`src/rtl/dm_write_buffer.sv`:
```
// dm_write_buffer: posted-write FIFO between cache FSM and AXI master, with read bypass and RAW ordering
module dm_write_buffer #(
  parameter int DEPTH  = 4,
  parameter int ADDR_W = 32,
  parameter int DATA_W = 32
) (
  input  logic                clk,
  input  logic                rst,
  input  logic                up_aw_valid,
  input  logic [ADDR_W-1:0]   up_write_addr,
  input  logic [DATA_W-1:0]   up_write_data,
  input  logic [DATA_W/8-1:0] up_write_bweb,
  output logic                up_write_done,
  input  logic                up_ar_valid,
  input  logic [ADDR_W-1:0]   up_read_addr,
  output logic                dn_aw_valid,
  output logic [ADDR_W-1:0]   dn_write_addr,
  output logic [DATA_W-1:0]   dn_write_data,
  output logic [DATA_W/8-1:0] dn_write_bweb,
  input  logic                dn_write_done,
  output logic                dn_ar_valid,
  output logic [ADDR_W-1:0]   dn_read_addr,
  input  logic                dn_rvalid,
  input  logic                dn_rlast,
  output logic                buf_empty
);
  localparam int PW = $clog2(DEPTH);
  localparam int CW = PW + 1;
  localparam int BW = DATA_W / 8;
  localparam int EW = ADDR_W + DATA_W + BW;

  typedef enum logic [1:0] {IDLE, WRITE, READ, R_END} state_t;

  state_t            state_q, state_d;
  logic [PW-1:0]     wptr_q, wptr_d, rptr_q, rptr_d;
  logic [CW-1:0]     count_q, count_d;
  logic [EW-1:0]     mem_q [DEPTH];
  logic              up_write_done_q, up_write_done_d;
  logic              dn_aw_valid_q, dn_aw_valid_d;
  logic              dn_ar_valid_q, dn_ar_valid_d;
  logic              buf_empty_q, buf_empty_d;
  logic [ADDR_W-1:0] dn_write_addr_q, dn_write_addr_d;
  logic [ADDR_W-1:0] dn_read_addr_q, dn_read_addr_d;
  logic [DATA_W-1:0] dn_write_data_q, dn_write_data_d;
  logic [BW-1:0]     dn_write_bweb_q, dn_write_bweb_d;
  logic              push, pop, conflict, read_ok;
  logic [EW-1:0]     head;

  assign push    = up_aw_valid && (count_q < CW'(DEPTH)) && !up_write_done_q;
  assign pop     = (state_q == WRITE) && dn_write_done;
  assign head    = mem_q[rptr_q];
  assign read_ok = up_ar_valid && !conflict;

  // Word-address alias check of the read against every live entry, including one entering this cycle
  always_comb begin
    conflict = push && (up_write_addr[ADDR_W-1:2] == up_read_addr[ADDR_W-1:2]);
    for (int i = 0; i < DEPTH; i++)
      if ((CW'(PW'(PW'(i) - rptr_q)) < count_q) && (mem_q[PW'(i)][EW-1 -: ADDR_W-2] == up_read_addr[ADDR_W-1:2]))
        conflict = 1'b1;
  end

  // FIFO bookkeeping and downstream arbitration; full buffer beats reads, reads beat a partial drain
  always_comb begin
    state_d         = state_q;
    wptr_d          = wptr_q + PW'(push);
    rptr_d          = rptr_q + PW'(pop);
    count_d         = count_q + CW'(push) - CW'(pop);
    up_write_done_d = push;
    dn_aw_valid_d   = dn_aw_valid_q;
    dn_ar_valid_d   = dn_ar_valid_q;
    dn_write_addr_d = dn_write_addr_q;
    dn_write_data_d = dn_write_data_q;
    dn_write_bweb_d = dn_write_bweb_q;
    dn_read_addr_d  = dn_read_addr_q;
    case (state_q)
      IDLE:
        if (count_q == CW'(DEPTH) || (count_q != '0 && !read_ok)) begin
          state_d       = WRITE;
          dn_aw_valid_d = 1'b1;
          {dn_write_addr_d, dn_write_data_d, dn_write_bweb_d} = head;
        end else if (read_ok) begin
          state_d        = READ;
          dn_ar_valid_d  = 1'b1;
          dn_read_addr_d = up_read_addr;
        end
      WRITE:
        if (dn_write_done) begin
          state_d       = IDLE;
          dn_aw_valid_d = 1'b0;
        end
      READ:
        if (dn_rvalid && dn_rlast) begin
          state_d       = R_END;
          dn_ar_valid_d = 1'b0;
        end
      default: state_d = IDLE;
    endcase
    buf_empty_d = (count_d == '0) && (state_d != WRITE);
  end

  // Entry storage holds only payload, so it needs no reset
  always_ff @(posedge clk)
    if (push) mem_q[wptr_q] <= {up_write_addr, up_write_data, up_write_bweb};

  // Control state and registered outputs
  always_ff @(posedge clk or posedge rst)
    if (rst) begin
      state_q         <= IDLE;
      wptr_q          <= '0;
      rptr_q          <= '0;
      count_q         <= '0;
      up_write_done_q <= 1'b0;
      dn_aw_valid_q   <= 1'b0;
      dn_ar_valid_q   <= 1'b0;
      buf_empty_q     <= 1'b1;
      dn_write_addr_q <= '0;
      dn_write_data_q <= '0;
      dn_write_bweb_q <= '0;
      dn_read_addr_q  <= '0;
    end else begin
      state_q         <= state_d;
      wptr_q          <= wptr_d;
      rptr_q          <= rptr_d;
      count_q         <= count_d;
      up_write_done_q <= up_write_done_d;
      dn_aw_valid_q   <= dn_aw_valid_d;
      dn_ar_valid_q   <= dn_ar_valid_d;
      buf_empty_q     <= buf_empty_d;
      dn_write_addr_q <= dn_write_addr_d;
      dn_write_data_q <= dn_write_data_d;
      dn_write_bweb_q <= dn_write_bweb_d;
      dn_read_addr_q  <= dn_read_addr_d;
    end

  assign up_write_done = up_write_done_q;
  assign dn_aw_valid   = dn_aw_valid_q;
  assign dn_ar_valid   = dn_ar_valid_q;
  assign buf_empty     = buf_empty_q;
  assign dn_write_addr = dn_write_addr_q;
  assign dn_write_data = dn_write_data_q;
  assign dn_write_bweb = dn_write_bweb_q;
  assign dn_read_addr  = dn_read_addr_q;
endmodule

```
`config.mk`:
```
export PLATFORM = sky130hd
export DESIGN_NAME = dm_write_buffer
export DESIGN_NICKNAME = d
export VERILOG_FILES = /design/src/rtl/dm_write_buffer.sv
export SDC_FILE = /design/constraint.sdc
export NUM_CORES = 1
export LEC_CHECK = 0
export BUFFER_PORTS_ARGS = -buffer_cell sky130_fd_sc_hd__buf_4
export CAP_MARGIN = 15
export CELL_PAD_IN_SITES_DETAIL_PLACEMENT = 0
export CELL_PAD_IN_SITES_GLOBAL_PLACEMENT = 1
export CORE_MARGIN = 4
export CORE_UTILIZATION = 46
export CTS_BUF_LIST = sky130_fd_sc_hd__clkbuf_4
export DETAILED_ROUTE_END_ITERATION = 10
export GPL_TIMING_DRIVEN = 0
export PLACE_DENSITY_LB_ADDON = 0.1
export SLEW_MARGIN = 10
export SYNTH_ARGS = -nofsm -noshare
export SYNTH_HDL_FRONTEND = slang
export SYNTH_SLANG_ARGS = --single-unit
export TNS_END_PERCENT = 100
```
`constraint.sdc`:
```
create_clock -name clk -period 5.73 [get_ports clk]
set_input_delay 0.2865 -clock clk [delete_from_list [all_inputs] [get_ports clk]]
set_output_delay 0.2865 -clock clk [all_outputs]
set_load 0.05 [all_outputs]
```
==> results of run 1 <==
cells in the mapped netlist, drive strengths merged:
cell type  number
a2111oi         5
a21o            1
a21oi           4
and3            3
buf            45
clkbuf         13
dfrtp         112
dfstp           1
edfxtp        272
fa              1
ha              8
inv            17
mux2          100
mux4           68
nand2           3
nand3           4
nand3b          1
nand4           8
nor2            6
nor2b           1
nor3            9
nor4           30
o2111ai         4
o211ai          1
o21ai           3
or3             1
or3b            1
xnor2          20
xor2          134
sequential cells by signal, indices dropped and copies added (netlist names):
register / count
up_write_done: 1
dn_aw_valid: 1
dn_write_data: 32
state_q: 2
rptr_q: 2
dn_ar_valid: 1
mem_q: 272
dn_read_addr: 32
wptr_q: 2
dn_write_addr: 32
count_q: 3
buf_empty: 1
dn_write_bweb: 4
cell families (layout without fill, tap and decap cells):
logic type               count (synthesis)  in the layout
buffers and inverters                   75            561
XOR/XNOR                               154            154
flip-flops                             385            385
AND/OR/NAND/NOR                         67             67
AO/OA/AOI/OAI                           18             18
multiplexers                           168            168
adder cells (fa/ha/maj)                  9              9
other                                    0              3
worst max-delay path, delay by kind of cell (launching register included):
kind	cells	cell delay, ns
compound gates	2	0.72
simple gates	3	0.96
buf+inv	5	1.60
mux	1	0.36
fa+ha+maj	1	0.33
flops	1	0.34
placed cells by master (no fill, tap or decap), types with 2 or more instances in the layout:
cell type / synthesis / routed
a2111oi_0: 4 / 4
a21oi_1: 4 / 4
and3_1: 3 / 2
buf_12: 0 / 6
buf_16: 0 / 4
buf_2: 32 / 32
buf_4: 3 / 183
buf_6: 9 / 9
buf_8: 0 / 4
clkbuf_1: 13 / 13
clkbuf_4: 0 / 165
clkinv_1: 0 / 13
clkinv_4: 0 / 5
dfrtp_1: 112 / 112
diode_2: 0 / 3
dlygate4sd3_1: 0 / 106
edfxtp_1: 272 / 272
ha_1: 8 / 8
inv_1: 17 / 16
mux2_2: 32 / 32
mux2_4: 67 / 67
mux4_2: 68 / 68
nand2_1: 3 / 3
nand3_1: 4 / 4
nand4_1: 8 / 8
nor2_1: 6 / 4
nor2_4: 0 / 2
nor3_1: 9 / 8
nor4_1: 30 / 30
o2111ai_1: 4 / 4
o21ai_0: 2 / 2
xnor2_1: 20 / 20
xor2_1: 134 / 134
metal layers:
metal  vias up  routed length (µm)
met5         -                   0
met4         0                 799
met3        60                2450
met2       277               20100
met1      4773               17800
li1       4225                   -
final timing paths:
check                                  startpoint                 to  slack, ns  cells past startpoint
worst max-delay path                    rptr_q[1]    dn_read_addr[5]       1.27                     12
worst min-delay path                          rst   dn_write_addr[9]       0.09                      3
worst max register to register          rptr_q[1]    dn_read_addr[5]       1.27                     12
worst min register to register          rptr_q[0]          rptr_q[0]       0.50                      1
max in group asynchronous                     rst  dn_write_addr[23]       4.81                      4
min in group clk                up_write_data[14]       mem_q[1][18]       0.25                      2
where the power goes:
| part | switching, mW | total, mW | internal [mW] |
|---|---|---|---|
| combinational | 2.79 | 4.82 | 2.03 |
| sequential | 0.353 | 4.03 | 3.68 |
| clock | 1.11 | 2.45 | 1.35 |
| total | 4.25 | 11.3 | 7.06 |
timing repair:
item	in CTS	in global routing
buffers inserted	0	0
endpoints found under the hold margin	423	0
hold buffers	106	0
endpoints found under the setup margin	0	0
final cells by class:
type	count	area (µm²)	share of cell area, %
clock inverter	21	131	0.626
buffer	58	337	1.60
inverter	17	68.8	0.328
sequential	385	11000	52.4
antenna	3	7.51	0.0358
multi-input combinational	416	4930	23.5
clock buffer	165	1240	5.90
tap	455	569	2.71
timing repair buffer	300	2700	12.9
==> impl_summary.log, run 1 <==
[metrics] largest net degree at the start of global routing: 76
[metrics] standard cell with the maximum stage delay on the critical path: clkbuf_1
[metrics] run status: finished clean
[metrics] hpwl dp: 28.4 mm
[metrics] worst voltage drop across the vdd grid: 0.000359 V
[metrics] top post-synthesis cells by area: edfxtp_1 50%, dfrtp_1 17%, mux4_2 9.4%
[metrics] number of routed nets with antenna violations: 0
[metrics] net count after synthesis: 992
[metrics] Post-Route Setup TNS: 0 ns
[metrics] iteration-0 DRC count of the detailed router: 579
[metrics] Worst Hold Margin: 0.0873 ns
[metrics] adder and majority cell fraction of the synthesized area: 0.737%
[metrics] starting utilization of the core area: 46.9%
[metrics] met1 Usage GRT: 29.4%
[metrics] signed area change from the synthesized netlist to the final layout: 28.8%
[metrics] critical path data arrival time: 5.09 ns
[metrics] clock network latency to the later pin of the worst-skew pair: 0.78 ns
[metrics] fraction of the cycle the final worst path needs: 77.8%
[metrics] number of antenna violations at the first check in global routing: 3
[metrics] total of endpoints with negative setup slack in the final report: 0
[metrics] wire length of the first global-routing pass: 61.7 mm
[metrics] count of synthesis-stage warnings from yosys: 0
[metrics] clock tree root buffer cell: clkbuf_4
[metrics] worst rel slew slack: 25.9%
[metrics] overall routing resource usage: 21.6%
[metrics] Tightest Pin Transition: 1.11 ns
[metrics] Die Ht: 196 µm
[metrics] post-synthesis sequential area ratio: 67.5%
[metrics] critical path, cell by cell: clkbuf_1 -> clkbuf_1 -> inv_1 -> ha_1 -> inv_1 -> a2111oi_0 -> o2111ai_1 -> nor4_1 -> nor3_1 -> nand3b_1 -> buf_4 -> mux2_2
[metrics] reported max-cap violation count: 0
[metrics] share of cells above drive strength 1: 43.0%
[metrics] H-Tree Level Count: 3
[metrics] largest family of logic cells by synthesized area: multiplexers
[metrics] Worst Setup Slack, final: 1.27 ns
[metrics] area share of and/or/nand/nor cells after synthesis: 2.37%
[metrics] TritonCTS clock tree: done
[metrics] instance area after placement: 18500 µm²
[metrics] area fraction in compound gates after synthesis: 0.799%
[metrics] post-route DRC violation count: 0
[metrics] post-synthesis share of cell area spent on xor and xnor gates: 8.28%
[metrics] number of hold-slack violations in the final timing report: 0
[metrics] setup slack after placement: 1.35 ns
[metrics] worst min-delay path category: in -> async
[metrics] CP endpoint kind: flip-flop
[metrics] port bufs: 180
[metrics] DP Cell Count: 1525
[metrics] total global routing overflow: 0
[metrics] routed vias: 9335
[metrics] Synth Area per Inst: 18.6 µm²
[metrics] leak pwr: 8.30 nW
[metrics] post-route clock skew: 0.0419 ns
[metrics] cell type with the highest aggregate area in the netlist: edfxtp_1
[metrics] Layout Utilization: 60.4%
[metrics] Tmin final: 4.46 ns
[metrics] final wirelength: 41.1 mm
[metrics] count of placed standard cells in the final layout, fillers left out: 1820
[metrics] total power divided by cell area: 539 nW/µm²
[metrics] timing-limited maximum frequency: 224 MHz
[metrics] cell count after synthesis: 876
[metrics] Filler cells: 2719
[metrics] Die ar.: 38500 µm²
[metrics] FP Rows: 68
[metrics] Layout Cell Area excl Fill: 21000 µm²
[metrics] crit-path max FO: 10
[metrics] clock-pin transition on the worst setup and hold timing paths: 0.07 ns
[metrics] number of detailed-route iterations in the first pass: 4
[metrics] Core Footprint: 34700 µm²
[metrics] layout net count: 1393
[metrics] mean routed wirelength per cell: 22.6 µm
[metrics] Post-Synthesis Cell Area: 16300 µm²
[metrics] startpoint kind of the worst setup timing path: flip-flop
[metrics] multiplexer share of the synthesized area: 17.9%
[metrics] CTS Buf Count: 99
[metrics] proportion of netlist area held by the largest area contributor: 50.1%
[metrics] number of resized instances in the post-cts repair step: 0
[metrics] number of sinks driven by the clock tree: 385
[metrics] DR vias/cell: 5.13
[metrics] unrepaired setup endpoints after global routing: no
[metrics] GR met3 Demand/Resource: 5.92%
[metrics] Placer Congestion: 0.826
[metrics] Pwr Total: 11.3 mW
[metrics] count of state elements after synthesis: 385
[metrics] GR met2 Demand/Resource: 34.6%
[metrics] required time worst endpoint: 6.36 ns
[metrics] number of distinct library cells after synthesis: 36
[metrics] GRT Max-Usage Layer: met2
[metrics] vias in the first global route: 10200
[metrics] count of final max-slew check failures: 0
[metrics] maximum buffer depth of the clock tree: 3
[metrics] Die Width: 196 µm
[metrics] delay of the slowest cell on the worst path: 0.62 ns
[metrics] I/O pin count: 211
[metrics] type of the worst setup path: reg -> reg
Note: power is estimated with default switching activity, not from simulation.
==> run 2, diff against run 1 <==
--- a/config.mk
+++ b/config.mk
@@ -5,12 +5,13 @@
 export SDC_FILE = /design/constraint.sdc
 export NUM_CORES = 1
 export LEC_CHECK = 0
+export ABC_AREA = 1
 export BUFFER_PORTS_ARGS = -buffer_cell sky130_fd_sc_hd__buf_4
 export CAP_MARGIN = 15
 export CELL_PAD_IN_SITES_DETAIL_PLACEMENT = 0
 export CELL_PAD_IN_SITES_GLOBAL_PLACEMENT = 1
 export CORE_MARGIN = 4
-export CORE_UTILIZATION = 46
+export CORE_UTILIZATION = 48
 export CTS_BUF_LIST = sky130_fd_sc_hd__clkbuf_4
 export DETAILED_ROUTE_END_ITERATION = 10
 export GPL_TIMING_DRIVEN = 0
==> constraint.sdc (replaced) <==
create_clock -name clk -period 4.3 [get_ports clk]
set_input_delay 0.215 -clock clk [delete_from_list [all_inputs] [get_ports clk]]
set_output_delay 0.215 -clock clk [all_outputs]
set_load 0.05 [all_outputs]
==> run 2 against run 1 <==
Power rose by 26%; count of clock-buffer cells in the layout shrank 14; via count rose by 33%; maximum frequency is 34% higher; utilization grew 2.1 points; largest power group unchanged.
==> impl_summary.log, run 2 <==
[metrics] run status: finished clean
[metrics] crit-path max FO: 10 (unchanged)
[metrics] cell type with the highest aggregate area in the netlist: edfxtp_1
[metrics] most common library cell in the layout ignoring fill and taps: nand2_1
[metrics] worst min-delay path category: in -> reg
[metrics] delay of the slowest cell on the worst path: 0.60 ns (-0.02 ns)
[metrics] clock tree root buffer cell: clkbuf_4
[metrics] post-synthesis sequential area ratio: 67.1% (-0.39 points)
[metrics] clock network latency to the later pin of the worst-skew pair: 0.76 ns (-0.02 ns)
[metrics] number of detailed-route iterations in the first pass: 5 (+1)
[metrics] number of hold-slack violations in the final timing report: 0 (unchanged)
[metrics] routed vias: 12400 (+33%)
[metrics] worst voltage drop across the vdd grid: 0.000451 V (+26%)
[metrics] number of sinks driven by the clock tree: 385 (unchanged)
[metrics] wire length of the first global-routing pass: 71.2 mm (+15%)
[metrics] Die ar.: 37200 µm² (-3.5%)
[metrics] starting utilization of the core area: 48.7% (+1.8 points)
[metrics] vias in the first global route: 12400 (+22%)
[metrics] startpoint of the worst setup timing path: rptr_q[0]
[metrics] hpwl dp: 33.7 mm (+18%)
[metrics] TritonCTS clock tree: done
[metrics] port bufs: 183 (+1.7%)
[metrics] Die Ht: 193 µm (-1.8%)
[metrics] Core Footprint: 33600 µm² (-3.2%)
[metrics] cell count after synthesis: 1469 (+68%)
[metrics] required time worst endpoint: 4.88 ns (-1.48 ns)
[metrics] number of distinct library cells after synthesis: 30 (-17%)
[metrics] share of flip-flops with an asynchronous set or reset: 29.4% (unchanged)
[metrics] count of final max-slew check failures: 0 (unchanged)
[metrics] total of endpoints with negative setup slack in the final report: 0 (unchanged)
[metrics] hold-critical path depth: 2
[metrics] CP endpoint kind: flip-flop
[metrics] DR vias/cell: 5.10 (-0.50%)
[metrics] H-Tree Level Count: 3 (unchanged)
[metrics] timing-limited maximum frequency: 299 MHz (+34%)
[metrics] most frequent cells in the layout: 401 x nand2_1, 272 x edfxtp_1, 212 x buf_4
[metrics] total global routing overflow: 0 (unchanged)
[metrics] Filler cells: 2832 (+4.2%)
[metrics] total power divided by cell area: 678 nW/µm² (+26%)
[metrics] Post-Synthesis Cell Area: 16400 µm² (+0.58%)
[metrics] Die Width: 193 µm (-1.8%)
[metrics] signed area change from the synthesized netlist to the final layout: 28.3%
[metrics] reg2reg start: rptr_q[0]
[metrics] I/O pin count: 211 (unchanged)
[metrics] layout net count: 2005 (+44%)
[metrics] number of enable-type register cells in the synthesized netlist: 272 (unchanged)
[metrics] count of placed standard cells in the final layout, fillers left out: 2424 (+33%)
[metrics] Buffers & Inverters on Critical Path: 4 (-1)
[metrics] net count after synthesis: 1585 (+60%)
[metrics] leak pwr: 8.89 nW (+7.1%)
[metrics] FP Rows: 67 (-1.5%)
[metrics] DP Cell Count: 2133 (+40%)
[metrics] count of synthesis-stage warnings from yosys: 0 (unchanged)
[metrics] unrepaired setup endpoints after global routing: no
[metrics] WP depth: 17 (+5)
[metrics] most common flop cell mapped by yosys: edfxtp_1
[metrics] CTS Buf Count: 96 (-3.0%)
[metrics] Tmin final: 3.34 ns (-1.12 ns)
[metrics] type of the worst setup path: reg -> reg
[metrics] final wirelength: 47.4 mm (+15%)
[metrics] CP delay by family, top: simple AND/OR/NAND/NOR gates
[metrics] Multi-input gate area: 4540 µm² (-7.8%)
[metrics] post-route clock skew: 0.0510 ns (+0.00908 ns)
[metrics] Placer Congestion: 0.894 (+8.2%)
[metrics] post-route DRC violation count: 0 (unchanged)
[metrics] maximum buffer depth of the clock tree: 3 (unchanged)
[metrics] crit-path most repeated cell: nand2_1
[metrics] register with the highest flop count: mem_q
[metrics] cell count of the worst reg-to-reg path: 17 (+5)
[metrics] fraction of the cycle the final worst path needs: 77.7% (-0.17 points)
[metrics] proportion of netlist area held by the largest area contributor: 49.8% (-0.29 points)
[metrics] number of antenna violations at the first check in global routing: 2 (-1)
[metrics] iteration-0 DRC count of the detailed router: 941 (+63%)
[metrics] top post-synthesis cells by area: edfxtp_1 50%, dfrtp_1 17%, nand2_1 9.2%
[metrics] Tightest Pin Transition: 0.965 ns (-0.146 ns)
[metrics] critical path, cell by cell: buf_2 -> inv_2 -> nand2_1 -> nand2_1 -> inv_1 -> ha_1 -> nand2_1 -> nand2_1 -> nand2_1 -> nand3_1 -> nor2_1 -> nand3_1 -> nand3_1 -> nor2_1 -> nand3_1 -> clkbuf_1 -> o21ai_0
[metrics] worst rel slew slack: 35.3% (+9.4 points)
[metrics] startpoint kind of the worst setup timing path: flip-flop
[metrics] Layout Utilization: 62.5% (+2.1 points)
[metrics] number of routed nets with antenna violations: 0 (unchanged)
[metrics] Synth Area per Inst: 11.2 µm² (-40%)
[metrics] largest net degree at the start of global routing: 74 (-2.6%)
[metrics] critical path data arrival time: 3.92 ns (-1.17 ns)
[metrics] share of cells above drive strength 1: 22.4% (-21 points)
[metrics] standard cell with the maximum stage delay on the critical path: clkbuf_1
[metrics] overall routing resource usage: 25.5% (+4.0 points)
[metrics] clock-pin transition on the worst setup and hold timing paths: 0.07 ns (about the same)
[metrics] flip-flop count of the largest register, all copies and words added: 272 (unchanged)
[metrics] Post-synth top cells: 401 x nand2_1, 272 x edfxtp_1, 112 x dfrtp_1, 109 x inv_1, 101 x o21ai_0
[metrics] cell with the most instances after synthesis: nand2_1
[metrics] mean routed wirelength per cell: 19.5 µm (-14%)
[metrics] Register Area: 11000 µm² (unchanged)
[metrics] count of state elements after synthesis: 385 (unchanged)
[metrics] reported max-cap violation count: 0 (unchanged)
[metrics] worst hold path startpoint: up_write_data[23]
[run 2: changes by cell type in the layout (fill, tap and decap cells not counted), sizes merged, moves of 32 or more]
cell | before | now
nand2 | 3 | 402
a221oi | 0 | 68
nor2 | 6 | 75
nand3 | 4 | 36
mux2 | 100 | 0
xnor2 | 20 | 60
o21ai | 3 | 121
a21oi | 4 | 47
mux4 | 68 | 0
xor2 | 134 | 31
inv | 18 | 122
[run 2: per-stage QoR]
| step | setup TNS (ns) | power [mW] | setup WS (ns) | area, µm² | hold slack, ns |
|---|---|---|---|---|---|
| detailed placement | 0 | 11.1 | 0.919 | 18700 | 0.261 |
| global route | 0 | 15.1 | 0.653 | 21000 | 0.144 |
| floorplan | -468.78 | 9.00 | -1.72 | 16400 | 0.314 |
| global placement | -1644.70 | 11.1 | -5.80 | 18300 | 0.416 |
| CTS | 0 | 14.4 | 0.916 | 21000 | 0.103 |
| finish | 0 | 14.2 | 0.961 | 21000 | 0.197 |
[run 2: cell families after synthesis]
logic type,share of synthesized area (%)
simple gates,12.8
flops,67.1
compound gates,9.19
buf+inv,5.30
xor+xnor,4.86
fa+ha+maj,0.733
[run 2: cell type report]
type | count | share of cell area (%)
repair buffers | 322 | 13.1
diodes | 3 | 0.0357
clock inverters | 31 | 0.774
flip-flops and latches | 385 | 52.3
clock buffers | 151 | 5.39
plain buffers | 84 | 1.99
multi-input cells | 880 | 21.6
inverters | 120 | 2.17
well taps | 448 | 2.67
[run 2: final timing paths]
path	slack, ns	to
setup / recovery	0.96	dn_read_addr[13]
hold / removal	0.20	mem_q[0][27]
setup reg to reg	0.96	dn_read_addr[13]
hold reg to reg	0.48	dn_read_addr[26]
max in group asynchronous	2.86	dn_read_addr[15]
min in group asynchronous	0.66	dn_write_data[21]
[run 2: routing by layer]
metal	GRT usage [%]	vias to the layer above	routed length (µm)
li1	-	5943	-
met1	34.4	5892	20000
met2	41.2	451	22600
met3	4.87	83	3310
met4	10.2	2	1470
met5	0	-	7
[run 2: where the power goes]
group / leakage [nW] / internal (mW) / switching (mW)
sequential: 3.88 / 4.84 / 0.412
combinational: 4.24 / 1.73 / 4.12
clock: 0.768 / 1.67 / 1.48
total: 8.89 / 8.23 / 6.02
[run 2: repair_timing]
| action | 4_1_cts | 5_1_grt |
|---|---|---|
| setup buffers | 0 | 0 |
| hold buffers | 106 | 0 |
| gates resized for setup | 0 | 0 |
| endpoints found under the hold margin | 422 | 0 |
| setup endpoints to repair | 0 | 0 |
